### src/rtl/alu_seq.sv
// Multi-cycle ALU behind valid/ready handshakes: logic/arith ops finish in one
// cycle, shifts move one bit per cycle and multiply runs a WIDTH-step shift-add.
module alu_seq #(
    parameter int WIDTH = 16
) (
    input  logic             clk,
    input  logic             reset,
    input  logic             in_valid,
    output logic             in_ready,
    input  logic [4:0]       op,
    input  logic [WIDTH-1:0] x,
    input  logic [WIDTH-1:0] y,
    output logic             out_valid,
    input  logic             out_ready,
    output logic [WIDTH-1:0] z
);

    localparam int SHW = $clog2(WIDTH);
    localparam int CW  = SHW + 1;

    localparam logic [4:0] OP_ADD = 5'd0;
    localparam logic [4:0] OP_SUB = 5'd1;
    localparam logic [4:0] OP_AND = 5'd2;
    localparam logic [4:0] OP_OR  = 5'd3;
    localparam logic [4:0] OP_XOR = 5'd4;
    localparam logic [4:0] OP_NOT = 5'd5;
    localparam logic [4:0] OP_SLT = 5'd6;
    localparam logic [4:0] OP_SHL = 5'd7;
    localparam logic [4:0] OP_SHR = 5'd8;
    localparam logic [4:0] OP_SRA = 5'd9;
    localparam logic [4:0] OP_MUL = 5'd10;

    typedef enum logic [1:0] {
        S_IDLE,
        S_BUSY,
        S_DONE
    } state_t;

    state_t           state, state_nxt;
    logic [CW-1:0]    cnt, cnt_nxt;
    logic [WIDTH-1:0] z_nxt;
    logic [4:0]       op_r, op_nxt;
    logic [WIDTH-1:0] acc, acc_nxt;
    logic [WIDTH-1:0] mplier, mplier_nxt;
    logic [WIDTH-1:0] prod, prod_nxt;
    logic [WIDTH-1:0] prod_step;
    logic [WIDTH-1:0] shf_step;
    logic [SHW-1:0]   shamt;

    // Single-cycle result for every non-iterative opcode; undefined codes give 0.
    function automatic logic [WIDTH-1:0] alu_single(input logic [4:0]       f,
                                                    input logic [WIDTH-1:0] a,
                                                    input logic [WIDTH-1:0] b);
        logic signed [WIDTH-1:0] as;
        logic signed [WIDTH-1:0] bs;
        logic [WIDTH-1:0]        r;
        as = a;
        bs = b;
        case (f)
            OP_ADD:  r = a + b;
            OP_SUB:  r = a - b;
            OP_AND:  r = a & b;
            OP_OR:   r = a | b;
            OP_XOR:  r = a ^ b;
            OP_NOT:  r = ~a;
            OP_SLT:  r = (as < bs) ? WIDTH'(1) : '0;
            default: r = '0;
        endcase
        return r;
    endfunction

    function automatic logic [WIDTH-1:0] shift_one(input logic [4:0]       f,
                                                   input logic [WIDTH-1:0] a);
        logic [WIDTH-1:0] r;
        case (f)
            OP_SHL:  r = {a[WIDTH-2:0], 1'b0};
            OP_SHR:  r = {1'b0, a[WIDTH-1:1]};
            OP_SRA:  r = {a[WIDTH-1], a[WIDTH-1:1]};
            default: r = a;
        endcase
        return r;
    endfunction

    function automatic logic is_shift(input logic [4:0] f);
        return (f == OP_SHL) || (f == OP_SHR) || (f == OP_SRA);
    endfunction

    assign in_ready  = (state == S_IDLE);
    assign out_valid = (state == S_DONE);
    assign shamt     = y[SHW-1:0];

    // Control state, counter and the presented result reset asynchronously.
    always_ff @(posedge clk or posedge reset) begin
        if (reset) begin
            state <= S_IDLE;
            cnt   <= '0;
            z     <= '0;
        end else begin
            state <= state_nxt;
            cnt   <= cnt_nxt;
            z     <= z_nxt;
        end
    end

    // Working operands are only meaningful while BUSY, so they carry no reset.
    always_ff @(posedge clk) begin
        op_r   <= op_nxt;
        acc    <= acc_nxt;
        mplier <= mplier_nxt;
        prod   <= prod_nxt;
    end

    always_comb begin
        state_nxt  = state;
        cnt_nxt    = cnt;
        z_nxt      = z;
        op_nxt     = op_r;
        acc_nxt    = acc;
        mplier_nxt = mplier;
        prod_nxt   = prod;
        prod_step  = mplier[0] ? (prod + acc) : prod;
        shf_step   = shift_one(op_r, acc);

        case (state)
            S_IDLE: begin
                if (in_valid) begin
                    op_nxt = op;
                    if (is_shift(op)) begin
                        if (shamt == '0) begin
                            z_nxt     = x;
                            state_nxt = S_DONE;
                        end else begin
                            acc_nxt   = x;
                            cnt_nxt   = CW'(shamt);
                            state_nxt = S_BUSY;
                        end
                    end else if (op == OP_MUL) begin
                        acc_nxt    = x;
                        mplier_nxt = y;
                        prod_nxt   = '0;
                        cnt_nxt    = CW'(WIDTH);
                        state_nxt  = S_BUSY;
                    end else begin
                        z_nxt     = alu_single(op, x, y);
                        state_nxt = S_DONE;
                    end
                end
            end

            S_BUSY: begin
                cnt_nxt = cnt - CW'(1);
                if (op_r == OP_MUL) begin
                    // acc holds the multiplicand, shifted up as the multiplier drains.
                    prod_nxt   = prod_step;
                    acc_nxt    = {acc[WIDTH-2:0], 1'b0};
                    mplier_nxt = {1'b0, mplier[WIDTH-1:1]};
                    if (cnt == CW'(1)) begin
                        z_nxt     = prod_step;
                        state_nxt = S_DONE;
                    end
                end else begin
                    acc_nxt = shf_step;
                    if (cnt == CW'(1)) begin
                        z_nxt     = shf_step;
                        state_nxt = S_DONE;
                    end
                end
            end

            S_DONE: begin
                if (out_ready) begin
                    state_nxt = S_IDLE;
                end
            end

            default: state_nxt = S_IDLE;
        endcase
    end

endmodule

### config.mk
export PLATFORM = sky130hd
export DESIGN_NAME = alu_seq
export DESIGN_NICKNAME = d
export VERILOG_FILES = /design/src/rtl/alu_seq.sv
export SDC_FILE = /design/constraint.sdc
export NUM_CORES = 1
export LEC_CHECK = 0
export ABC_AREA = 1
export ABC_CLOCK_PERIOD_IN_PS = 4700
export BUFFER_PORTS_ARGS = -buffer_cell sky130_fd_sc_hd__buf_2
export CELL_PAD_IN_SITES_DETAIL_PLACEMENT = 0
export CELL_PAD_IN_SITES_GLOBAL_PLACEMENT = 1
export CORE_MARGIN = 3
export CORE_UTILIZATION = 45
export CTS_CLUSTER_DIAMETER = 80
export DETAILED_ROUTE_END_ITERATION = 7
export PLACE_DENSITY_LB_ADDON = 0.12
export SLEW_MARGIN = 30
export SYNTH_ARGS = -nofsm -noshare
export SYNTH_HDL_FRONTEND = slang
export SYNTH_SLANG_ARGS = --single-unit
### constraint.sdc
create_clock -name clk -period 4.7 [get_ports clk]
set_input_delay 0.235 -clock clk [delete_from_list [all_inputs] [get_ports clk]]
set_output_delay 0.235 -clock clk [all_outputs]
set_load 0.02 [all_outputs]
* Yosys cells after proc, flatten, opt, wreduce, memory -nomap -nowiden
Index checks and enable logic that the tools add are counted.
Storage, ports and cells: register bits after elaboration 76, latch bits 0, memory bits (writable) 0, bits in read-only memories 0, memories kept 0
Cells by class: $add $sub $neg 4, multipliers 0, div/mod/pow operators 0, order comparisons 1, equality and inequality tests 27, shift operators 0, mux-type cells 40, bitwise operators 4, reductions and logical operators 11
Operators with widths (number):
- 16-bit two-way mux | 21
- 16-bit one-hot mux with 2 select lines | 4
- 16-bit one-hot mux with 7 select lines | 1
- 16-bit one-hot mux with 3 select lines | 1
- 16-bit adder | 2
- 5-bit by 4-bit equality test with 1-bit output, second input constant | 6
- 5-bit by 3-bit equality test with 1-bit output, second input constant | 5
- 5-bit two-way mux | 4
- 16-bit bitwise AND | 1
- 16-bit < comparator | 1
- 16-bit inverter | 1
- 16-bit OR | 1
- 16-bit subtractor | 1
- 16-bit XOR | 1
- 2-bit two-way mux | 6
- 5-bit by 1-bit equality test with 1-bit output, second input constant | 2
- 5-bit by 2-bit equality test with 1-bit output, second input constant | 2
- 5-bit one-hot mux with 2 select lines | 1
- 5-bit AND reduction | 2
- 2-bit != test, second input constant | 4
- 3-bit != test, second input constant | 2
- 2-bit one-hot mux with 3 select lines | 1
- 5-bit logical NOT | 1
- 5-bit by 1-bit subtractor with 5-bit output, second input constant | 1
- 13 further kinds | 15

* Logic depth before layout (Yosys ltp)
Gate-level depths: netlist of the first run.
depth after elaboration 7, mapped depth 17

* Worst setup path after synthesis of the first run
Ideal clock, no wire load.
path type register to register, from reg op_r[2], to reg mplier[0], enable pin, library setup time 461 ps, arrival time 3282 ps, required time 4239 ps, slack 957 ps, cell stages (with the launch flop) 7, clock period less this slack 3743 ps, cell sequence edfxtp_1 -> nor2_1 -> nand3_1 -> inv_1 -> nor2_4 -> buf_2 -> nor3_1
Between the ends: word-level cells in the longest chain between the ends 3
Ends and longest elaborated chain:
- start: declaration | line 42 | logic [4:0] op_r, op_nxt;
- start signal: assignment | line 107 | op_r <= op_nxt;
- 5-bit by 4-bit equality test with 1-bit output | line 152 | if (op_r == OP_MUL) begin
- 2-bit != test (no line)
- 5-bit AND reduction (no line)
- end signal: assignment | line 109 | mplier <= mplier_nxt;
- end: declaration | line 44 | logic [WIDTH-1:0] mplier, mplier_nxt;
No other way between the ends. A chain may end at the register's enable or synchronous reset.

* Worst setup path in the final report of the first run
from reg op_r[2], to reg prod[15], enable pin
Between the ends: word-level cells in the longest chain between the ends 3
Ends and longest elaborated chain:
- 5-bit by 4-bit equality test with 1-bit output | line 152
- 2-bit != test (no line)
- 5-bit AND reduction (no line)
- end signal: assignment | line 110 | prod <= prod_nxt;
- end: declaration | line 45 | logic [WIDTH-1:0] prod, prod_nxt;
No other way between the ends.

==> qor.txt, run 1 <==
Remaining DRCs -> 0
Final min period -> 2541 ps
Critical path launch point type -> register
Mapped Nets -> 1296
Post-synth EDFFs -> 53
Postcts setup bufs -> 0
Vias in the first global route -> 7361
Post-synth top cells -> nand2_1, inv_1, nand3_1, nor2_1, ha_1
Mapped Cells -> 1178
CP max FO -> 23
Power share of the clock group -> 20.6%
Vert. Die Dim -> 137.9 um
Post-synthesis sequential area ratio -> 27.69%
Sw Share -> 44.89%
I/O Buffers -> 58
Worst relative slew slack -> 39.70%
Critical Path AT -> 2560 ps
Internal power -> 1.914 mW
CTS tree -> yes
Mapped Area -> 7825 um2
Gpl congestion -> 0.9524
ANT cells -> 0
Compound-cell area share of the yosys netlist -> 13.88%
Core footprint -> 16820 um2
Hold WC Path Type -> in2reg
Warnings, synthesis -> 0
Max Slew Vio Count -> 0
CTS Buf Count -> 9
Largest net degree at the start of global routing -> 58
IR drop worst, VDD -> 0.3046 mV
Row cnt -> 47
Post-synth top flop -> edfxtp_1
CP endpoint kind -> register
Syn_area_per_cell -> 6.643 um2
Clock tree root driver cell -> clkbuf_16
Nets -> 1337
Setup Crit Path Kind -> reg2reg
Routed Wire Length -> 26.36 mm
Finish-stage setup viols -> 0
Worst clock skew -> 8.979 ps
Overall global routing resource usage -> 28.09%
Register share of total power -> 32.5%
Layout cells sized above 1 -> 9.314%
Cell taking the most area after synthesis -> edfxtp_1
Number of synthesized register bits -> 76
Number of H-tree levels -> 3
Vias/cell -> 5.498
Tcrit/Tclk final -> 54.07%
Clock sinks -> 76
Die area -> 19010 um2
Clk buf depth -> 2
Fmax -> 0.3935 GHz
Most frequent cell after synthesis -> nand2_1
First-pass GRT wire length -> 40.80 mm
Pwr/cell area -> 404.9 nW/um2
Comb pwr share -> 46.9%
Worst Tran Pin Value -> 903.5 ps
Unrepaired setup endpoints after global routing -> no
Initial antenna violation count -> 0
Initial drt markers -> 756
Top cell type's share of synthesized area -> 20.34%
Top-Level Pins -> 59
Critical Path RT -> 4720 ps
Final Hold Fails -> 0
Fillers -> 1821
Wire length per cell -> 18.26 um
Yosys cell types -> 46
Global route total overflow -> 0
MaxCap Viol Count -> 0
Pleak -> 4.413 nW
Clk pin slew, worst setup/hold paths -> 60 ps
Via count -> 7939
Die width -> 137.9 um
Main combinational cell family by area after synthesis -> simple AND/OR/NAND/NOR gates
Synth Area in XOR/XNOR -> 0.5596%
Final core utilization -> 51.00%
Switching power -> 1.559 mW
Final HPWL DP -> 20.34 mm
Final ANT Viol Nets -> 0
Post-synthesis async set-or-reset flop share -> 30.26%
Area delta synth->final -> 9.610%
Starting Density -> 46.53%
Setup TNS -> 0 ps
Post-Synth Adder-Cell Area -> 12.60%
Clock latency at the later pin of the worst-skew pair -> 350 ps
Mux share of post-synthesis cell area -> 0%
1st-pass router iterations -> 6
Top area cells in the synthesized netlist -> edfxtp_1, nand2_1, ha_1
Synth Area in Simple Gates -> 33.71%
Status -> completed
[power groups by stage]
stage / registers, mW / clock network [mW] / logic (mW)
after global routing: 1.15 / 0.750 / 1.83
final: 1.13 / 0.714 / 1.63
after floorplan: 1.15 / 0 / 1.09
after CTS: 1.13 / 0.723 / 1.62
after global placement: 1.14 / 0 / 1.59
after detailed placement: 1.13 / 0 / 1.61
[kinds of logic (layout without fill, tap and decap cells)]
group,count (synthesis),in the layout
AOI/OAI and AO/OA,187,187
xor gates and xnor gates,5,5
adders and majority gates,77,77
buffers and inverters,226,272
DFF,76,76
and+or+nand+nor,607,607
[per-layer routing]
metal / share of wire, % / wire length (um) / track usage (%)
met2: 44 / 11640 / 43.60
met3: 6.7 / 1768 / 3.737
met4: 1.6 / 424 / 6.147
met5: 0 / 0 / 0
met1: 48 / 12530 / 41.73
[metrics by stage]
| stage | power, mW | instance area, um2 | hold WS [ps] | setup slack [ps] | instances |
|---|---|---|---|---|---|
| floorplan | 2.237 | 7825 | 236.9 | 957.2 | 1178 |
| global placement | 2.734 | 8255 | 408.2 | 2316 | 1426 |
| detailed placement | 2.739 | 8267 | 342.4 | 2255 | 1427 |
| CTS | 3.466 | 8577 | 52.11 | 2231 | 1444 |
| global route | 3.723 | 8577 | 82.52 | 1933 | 1444 |
| finish | 3.473 | 8577 | 56.94 | 2159 | 1444 |
[timing repair]
item	in CTS	in global routing
hold endpoints to repair	23	0
hold buffers	1	0
gates resized for setup	0	0
[cell type report]
| type | instances | area [um2] | share of cell area [%] |
|---|---|---|---|
| inverters | 192 | 725.7 | 8.461 |
| repair buffers | 64 | 341.6 | 3.982 |
| multi-input cells | 876 | 4767 | 55.58 |
| flip-flops and latches | 76 | 2167 | 25.27 |
| well taps | 220 | 275.3 | 3.209 |
| clock buffers | 9 | 225.2 | 2.626 |
| clock inverters | 7 | 75.07 | 0.8753 |
[flip-flops by register name, summed over array words and instances (netlist names)]
register / cells
cnt: 5
acc: 16
prod: 16
z: 16
op_r: 5
mplier: 16
state: 2
[worst max-delay path, cell delays in order (launching register included)]
cell and delay, ps:
edfxtp_1 390, nor2_1 190, nand3_1 150, inv_1 690, nor2_4 220, nor3_2 250
buf_4 320
[path summary, 6_finish.rpt]
check,startpoint,to,slack (ps),cells after the start
worst max-delay path,op_r[2]$_DFFE_PP_,prod[15]$_SDFFCE_PN0P_,2160,6
worst min-delay path,out_ready,state[1]$_DFFE_PP0P_,60,2
worst max register to register,op_r[2]$_DFFE_PP_,prod[15]$_SDFFCE_PN0P_,2160,6
worst min register to register,z[4]$_DFFE_PP0P_,z[4]$_DFFE_PP0P_,480,2
max in group asynchronous,reset,z[9]$_DFFE_PP0P_,3780,3
min in group asynchronous,reset,cnt[1]$_DFFE_PP0P_,510,3
[placed cells by master (no fill, tap or decap), drive strengths merged, types with 4 or more instances in the layout]
master and instances:
o211ai 8, clkinv 5, a21boi 7, nand2 330, nor2 106, a21oi 55
nand4 13, clkbuf 9, o21ai 65, or2 15, o221ai 14, dfrtp 23
nand3 124, inv 193, and2 4, edfxtp 53, a31oi 4, o22ai 25
o21bai 5, buf 63, ha 74, nor3 11
Note: power is estimated with default switching activity, not from simulation.
==> run 2, diff against run 1 <==
--- a/config.mk
+++ b/config.mk
@@ -6,12 +6,12 @@
 export NUM_CORES = 1
 export LEC_CHECK = 0
 export ABC_AREA = 1
-export ABC_CLOCK_PERIOD_IN_PS = 4700
+export ABC_CLOCK_PERIOD_IN_PS = 2200
 export BUFFER_PORTS_ARGS = -buffer_cell sky130_fd_sc_hd__buf_2
 export CELL_PAD_IN_SITES_DETAIL_PLACEMENT = 0
 export CELL_PAD_IN_SITES_GLOBAL_PLACEMENT = 1
 export CORE_MARGIN = 3
-export CORE_UTILIZATION = 45
+export CORE_UTILIZATION = 40
 export CTS_CLUSTER_DIAMETER = 80
 export DETAILED_ROUTE_END_ITERATION = 7
 export PLACE_DENSITY_LB_ADDON = 0.12
==> constraint.sdc (replaced) <==
create_clock -name clk -period 2.2 [get_ports clk]
set_input_delay 0.11 -clock clk [delete_from_list [all_inputs] [get_ports clk]]
set_output_delay 0.11 -clock clk [all_outputs]
set_load 0.02 [all_outputs]
==> qor.txt, run 2 (synthesized netlist as in run 1, its figures left out) <==
Status -> completed (unchanged)
MaxCap Viol Count -> 0 (unchanged)
Worst Tran Pin Value -> 505.2 ps (was 903.5 ps)
Crit-path max cell delay -> 400 ps (was 690 ps)
Critical Path AT -> 2330 ps (was 2560 ps)
Vert. Die Dim -> 145.9 um (was 137.9 um)
IR drop worst, VDD -> 0.5259 mV (was 0.3046 mV)
Clock tree root driver cell -> clkbuf_16 (unchanged)
Row cnt -> 50 (was 47)
Routed Wire Length -> 28.46 mm (was 26.36 mm)
Final ANT Viol Nets -> 0 (unchanged)
Total power -> 7.886 mW (was 3.473 mW)
Clock latency at the later pin of the worst-skew pair -> 360 ps (was 350 ps)
Vias/cell -> 5.192 (was 5.498)
Clk buf depth -> 2 (unchanged)
Max Slew Vio Count -> 0 (unchanged)
FF/Latch Area -> 2167 um2 (unchanged)
Die width -> 145.9 um (was 137.9 um)
R2R depth -> 10 (was 6)
Critical Path RT -> 2440 ps (was 4720 ps)
Wire length per cell -> 18.09 um (was 18.26 um)
Remaining DRCs -> 0 (unchanged)
Largest net degree at the start of global routing -> 51 (was 58)
Clk pin slew, worst setup/hold paths -> 80 ps (was 60 ps)
Hold WC Path Type -> in2reg (unchanged)
Most common cell after layout, fill and taps aside -> nand2_1 (unchanged)
Critical path launch point type -> register (unchanged)
Area of the multi-input gates -> 4907 um2 (was 4767 um2)
ANT cells -> 0 (unchanged)
DP Cell Count -> 1548 (was 1427)
Final min period -> 2087 ps (was 2541 ps)
Non-Filler Instances -> 1573 (was 1444)
I/O Buffers -> 58 (unchanged)
CTS Buf Count -> 9 (unchanged)
Worst relative slew slack -> 66.06% (was 39.70%)
Top-Level Pins -> 59 (unchanged)
Initial drt markers -> 637 (was 756)
Setup Crit Path Kind -> reg2reg (unchanged)
Global route total overflow -> 0 (unchanged)
Pleak -> 4.839 nW (was 4.413 nW)
Hold Crit Depth -> 1 (was 2)
Die area -> 21280 um2 (was 19010 um2)
1st-pass router iterations -> 5 (was 6)
Pwr/cell area -> 831.1 nW/um2 (was 404.9 nW/um2)
Overall global routing resource usage -> 26.20% (was 28.09%)
Starting Density -> 41.28% (was 46.53%)
Tcrit/Tclk final -> 94.89% (was 54.07%)
First-pass GRT wire length -> 43.64 mm (was 40.80 mm)
CTS tree -> yes (unchanged)
Most frequent cells in the layout -> nand2_1, inv_1, nand3_1 (unchanged)
Layout cells sized above 1 -> 16.91% (was 9.314%)
Fillers -> 2054 (was 1821)
Core footprint -> 18960 um2 (was 16820 um2)
Vias in the first global route -> 7739 (was 7361)
CP max FO -> 3 (was 23)
Finish-stage setup viols -> 0 (unchanged)
Gpl congestion -> 0.9388 (was 0.9524)
Final HPWL DP -> 22.35 mm (was 20.34 mm)
Initial antenna violation count -> 0 (unchanged)
Slowest-stage cell, CP -> edfxtp_1 (was inv_1)
Final Hold Fails -> 0 (unchanged)
Nets -> 1426 (was 1337)
Area delta synth->final -> 21.25% (was 9.610%)
Via count -> 8167 (was 7939)
CP endpoint kind -> register (unchanged)
Crit-path cells -> ha_1 > or2_2 > nand3_1 > nand2_1 > nand2_1 > nand3_1 > o211ai_1 > inv_1 > a21oi_1 > a21boi_1 (was nor2_1 > nand3_1 > inv_1 > nor2_4 > nor3_2 > buf_4)
Worst clock skew -> 15.10 ps (was 8.979 ps)
Number of H-tree levels -> 3 (unchanged)
Clock sinks -> 76 (unchanged)
Fmax -> 0.4790 GHz (was 0.3935 GHz)
run 2: cell types whose count changed in the layout (fill, tap and decap cells not counted), sizes merged:
cell,delta
dlygate4sd3,+4
clkbuf,+1
clkinv,-2
inv,+2
bufinv,-1
buf,+85
run 2: power by group:
part / leakage [nW] / total [mW] / internal [mW] / switching (mW)
Clock: 0.146 / 1.55 / 0.820 / 0.728
Combinational: 3.92 / 3.94 / 1.45 / 2.49
Sequential: 0.778 / 2.40 / 2.06 / 0.345
run 2: per-layer routing:
layer  GRT usage [%]  share of wire (%)  vias up
met5               0                  0        -
met4           5.366                1.4        0
met3           3.270                5.2       21
met2           40.73                 44      245
met1           39.11                 49     3792
li1                -                  -     4109
run 2: area by class of cell:
type | count | share of cell area (%)
Clock buffer | 10 | 2.519
Timing Repair Buffer | 153 | 11.24
Sequential cell | 76 | 22.84
Multi-Input combinational cell | 876 | 51.72
Clock inverter | 6 | 0.5802
Tap cell | 260 | 3.429
Inverter | 192 | 7.675
run 2: final timing paths:
| kind | from | endpoint | slack [ps] |
|---|---|---|---|
| setup / recovery | acc[2]$_DFFE_PP_ | z[5]$_DFFE_PP0P_ | 110 |
| min in group asynchronous | reset | cnt[1]$_DFFE_PP0P_ | 360 |
| hold / removal | op[3] | op_r[3]$_DFFE_PP_ | 30 |
| max in group asynchronous | reset | z[12]$_DFFE_PP0P_ | 1560 |
| hold reg to reg | z[1]$_DFFE_PP0P_ | z[1]$_DFFE_PP0P_ | 510 |
| setup reg to reg | acc[2]$_DFFE_PP_ | z[5]$_DFFE_PP0P_ | 110 |
run 2: worst max-delay path, delay by kind of cell, from the launching register on:
kind | cells | cell delay (ps)
simple gates | 5 | 760
flops | 1 | 400
compound gates | 3 | 410
fa+ha+maj | 1 | 330
buf+inv | 1 | 90
run 2: what timing repair did:
| item | in CTS | in global routing |
|---|---|---|
| gates resized for setup | 0 | 23 |
| hold endpoints to repair | 27 | 0 |
| hold buffers | 5 | 0 |
| buffers inserted | 0 | 4 |
| endpoints found under the setup margin | 0 | 13 |
run 2: per-stage QoR:
stage / TNS [ps] / utilization (%) / hold WS, ps / worst slack, ps / instance area (um2)
final: 0 / 50.05 / 27.71 / 112.5 / 9488
after global routing: -26.03 / 50.05 / 33.67 / -22.02 / 9488
after CTS: 0 / 49.23 / 19.88 / 75.83 / 9331
after detailed placement: -3.656 / 47.41 / 199.1 / -3.656 / 8987
after global placement: -14.42 / 47.41 / 200.1 / -14.42 / 8987
after floorplan: 0 / - / 111.9 / 7.757 / 7849
==> run 3, diff against run 2 <==
--- a/config.mk
+++ b/config.mk
@@ -15,6 +15,7 @@
 export CTS_CLUSTER_DIAMETER = 80
 export DETAILED_ROUTE_END_ITERATION = 7
 export PLACE_DENSITY_LB_ADDON = 0.12
+export SETUP_SLACK_MARGIN = 0.2
 export SLEW_MARGIN = 30
 export SYNTH_ARGS = -nofsm -noshare
 export SYNTH_HDL_FRONTEND = slang
==> qor.txt, run 3 (synthesized netlist as in run 1, its figures left out) <==
Status -> completed (unchanged)
Layout cells sized above 1 -> 21.95% (was 16.91%)
Top-Level Pins -> 59 (unchanged)
Routed Wire Length -> 28.51 mm (was 28.46 mm)
Slowest-stage cell, CP -> edfxtp_1 (unchanged)
Crit path max-delay family -> simple AND/OR/NAND/NOR gates (unchanged)
DP Cell Count -> 1554 (was 1548)
Wire length per cell -> 17.93 um (was 18.09 um)
1st-pass router iterations -> 7 (was 5)
Final ANT Viol Nets -> 0 (unchanged)
Starting Density -> 41.28% (unchanged)
Most common cell after layout, fill and taps aside -> nand2_1 (unchanged)
Worst Tran Pin Value -> 499.7 ps (was 505.2 ps)
Pleak -> 4.964 nW (was 4.839 nW)
Finish-stage setup viols -> 0 (unchanged)
Total power -> 8.302 mW (was 7.886 mW)
I/O Buffers -> 58 (unchanged)
Number of H-tree levels -> 3 (unchanged)
Worst relative slew slack -> 66.65% (was 66.06%)
Tcrit/Tclk final -> 90.92% (was 94.89%)
WHS -> 13.36 ps (was 27.71 ps)
Worst clock skew -> 10.61 ps (was 15.10 ps)
Initial antenna violation count -> 0 (unchanged)
Most frequent cells in the layout -> nand2_1, inv_1, nand3_1 (unchanged)
Area delta synth->final -> 26.40% (was 21.25%)
Clock latency at the later pin of the worst-skew pair -> 350 ps (was 360 ps)
Remaining DRCs -> 0 (unchanged)
Non-Filler Instances -> 1590 (was 1573)
Fmax -> 0.5000 GHz (was 0.4790 GHz)
Die area -> 21280 um2 (unchanged)
Setup TNS -> 0 ps (unchanged)
Core footprint -> 18960 um2 (unchanged)
Setup Crit Path Kind -> reg2reg (unchanged)
Clk buf depth -> 2 (unchanged)
Vias in the first global route -> 7834 (was 7739)
Vias/cell -> 5.221 (was 5.192)
Nets -> 1443 (was 1426)
Row cnt -> 50 (unchanged)
Critical Path AT -> 2240 ps (was 2330 ps)
CTS Buf Count -> 9 (unchanged)
Critical Path RT -> 2440 ps (about the same)
Clock tree root driver cell -> clkbuf_16 (unchanged)
IR drop worst, VDD -> 0.5058 mV (was 0.5259 mV)
Cell repeated most along the worst path -> nand2_1
Unrepaired setup endpoints after global routing -> yes
Global route total overflow -> 0 (unchanged)
Vert. Die Dim -> 145.9 um (unchanged)
CP max FO -> 4 (was 3)
MaxCap Viol Count -> 0 (unchanged)
Initial drt markers -> 770 (was 637)
CP endpoint kind -> register (unchanged)
Critical path launch point type -> register (unchanged)
Final HPWL DP -> 22.12 mm (was 22.35 mm)
Via count -> 8301 (was 8167)
Pwr/cell area -> 839.4 nW/um2 (was 831.1 nW/um2)
Crit-path max cell delay -> 460 ps (was 400 ps)
Gpl congestion -> 0.9200 (was 0.9388)
CTS tree -> yes (unchanged)
Final Hold Fails -> 0 (unchanged)
Die width -> 145.9 um (unchanged)
Clk pin slew, worst setup/hold paths -> 70 ps (was 80 ps)
ANT cells -> 0 (unchanged)
Crit-path cells -> ha_4 > nand2_1 > o21ai_0 > nand2_1 > nand4_1 > nand3_1 > nand2_1 > inv_1 > nand2_1 > nand3_1 > nand2_1 > inv_1 (was ha_1 > or2_2 > nand3_1 > nand2_1 > nand2_1 > nand3_1 > o211ai_1 > inv_1 > a21oi_1 > a21boi_1)
First-pass GRT wire length -> 43.59 mm (was 43.64 mm)
Largest net degree at the start of global routing -> 37 (was 51)
Hold WC Path Type -> in2reg (unchanged)
Overall global routing resource usage -> 26.02% (was 26.20%)
Final core utilization -> 52.18% (was 50.05%)
Clock sinks -> 76 (unchanged)
Worst path bufs/invs -> 2 (was 1)
Final min period -> 2000 ps (was 2087 ps)
Max Slew Vio Count -> 0 (unchanged)
-- run 3: cell count changes in the layout (fill, tap and decap cells not counted), moves of 4 or more --
cell,previous run,this run
buf_4,86,105
nand2_1,320,304
nand2_2,7,17
nand3_1,117,108
ha_4,6,13
nand3_2,6,13
a21oi_1,51,45
ha_1,65,59
nand2_4,3,9
inv_1,186,181
inv_2,4,9
a21oi_2,4,8
-- run 3: through the flow --
stage,worst slack [ps],area (um2)
2_1_floorplan,41.23,7853
3_3_place_gp,51.46,8995
3_5_place_dp,51.31,8995
4_1_cts,159.5,9447
5_1_grt,71.06,9891
6_report,199.8,9891
-- run 3: area by class of cell --
type	count	area, um2
Sequential cell	76	2167
Fill cell	1905	9065
Multi-Input combinational cell	876	5209
Timing Repair Buffer	170	1159
Clock buffer	9	225.2
Clock inverter	7	75.07
Tap cell	260	325.3
Inverter	192	730.7
-- run 3: timing repair --
action / CTS / global route
endpoints found under the setup margin: 17 / 23
buffers inserted: 3 / 14
gates resized for setup: 22 / 76
endpoints found under the hold margin: 25 / 0
hold buffers: 3 / 0
pin swaps: 6 / 33
-- run 3: power breakdown --
group / switching, mW / total, mW / internal, mW
sequential: 0.345 / 2.40 / 2.06
combinational: 2.66 / 4.35 / 1.68
clock: 0.668 / 1.55 / 0.883
-- run 3: worst reg2reg max path, delay by kind of cell, from the launching register on --
family | cells | cell delay (ps)
AND/OR/NAND/NOR | 8 | 720
buffers and inverters | 2 | 90
adder cells (fa/ha/maj) | 1 | 360
flip-flops | 1 | 460
AO/OA/AOI/OAI | 1 | 280
-- run 3: routing by layer --
layer	track usage, %	part of all wire, %	up-vias	routed length [um]
met5	0	0	-	0
li1	-	-	4153	-
met1	37.38	47	3830	13340
met4	6.505	2.1	0	590
met3	3.831	6.1	39	1752
met2	41.15	45	279	12830
-- run 3: final timing paths --
check | startpoint | to | slack (ps) | cells after the start
max in group asynchronous | reset | z[8]$_DFFE_PP0P_ | 1550 | 4
min in group asynchronous | reset | z[12]$_DFFE_PP0P_ | 370 | 4
worst max-delay path | acc[5]$_DFFE_PP_ | z[10]$_DFFE_PP0P_ | 200 | 12
worst min register to register | state[0]$_DFFE_PP0P_ | state[1]$_DFFE_PP0P_ | 510 | 1
worst max register to register | acc[5]$_DFFE_PP_ | z[10]$_DFFE_PP0P_ | 200 | 12
worst min-delay path | op[2] | op_r[2]$_DFFE_PP_ | 10 | 1
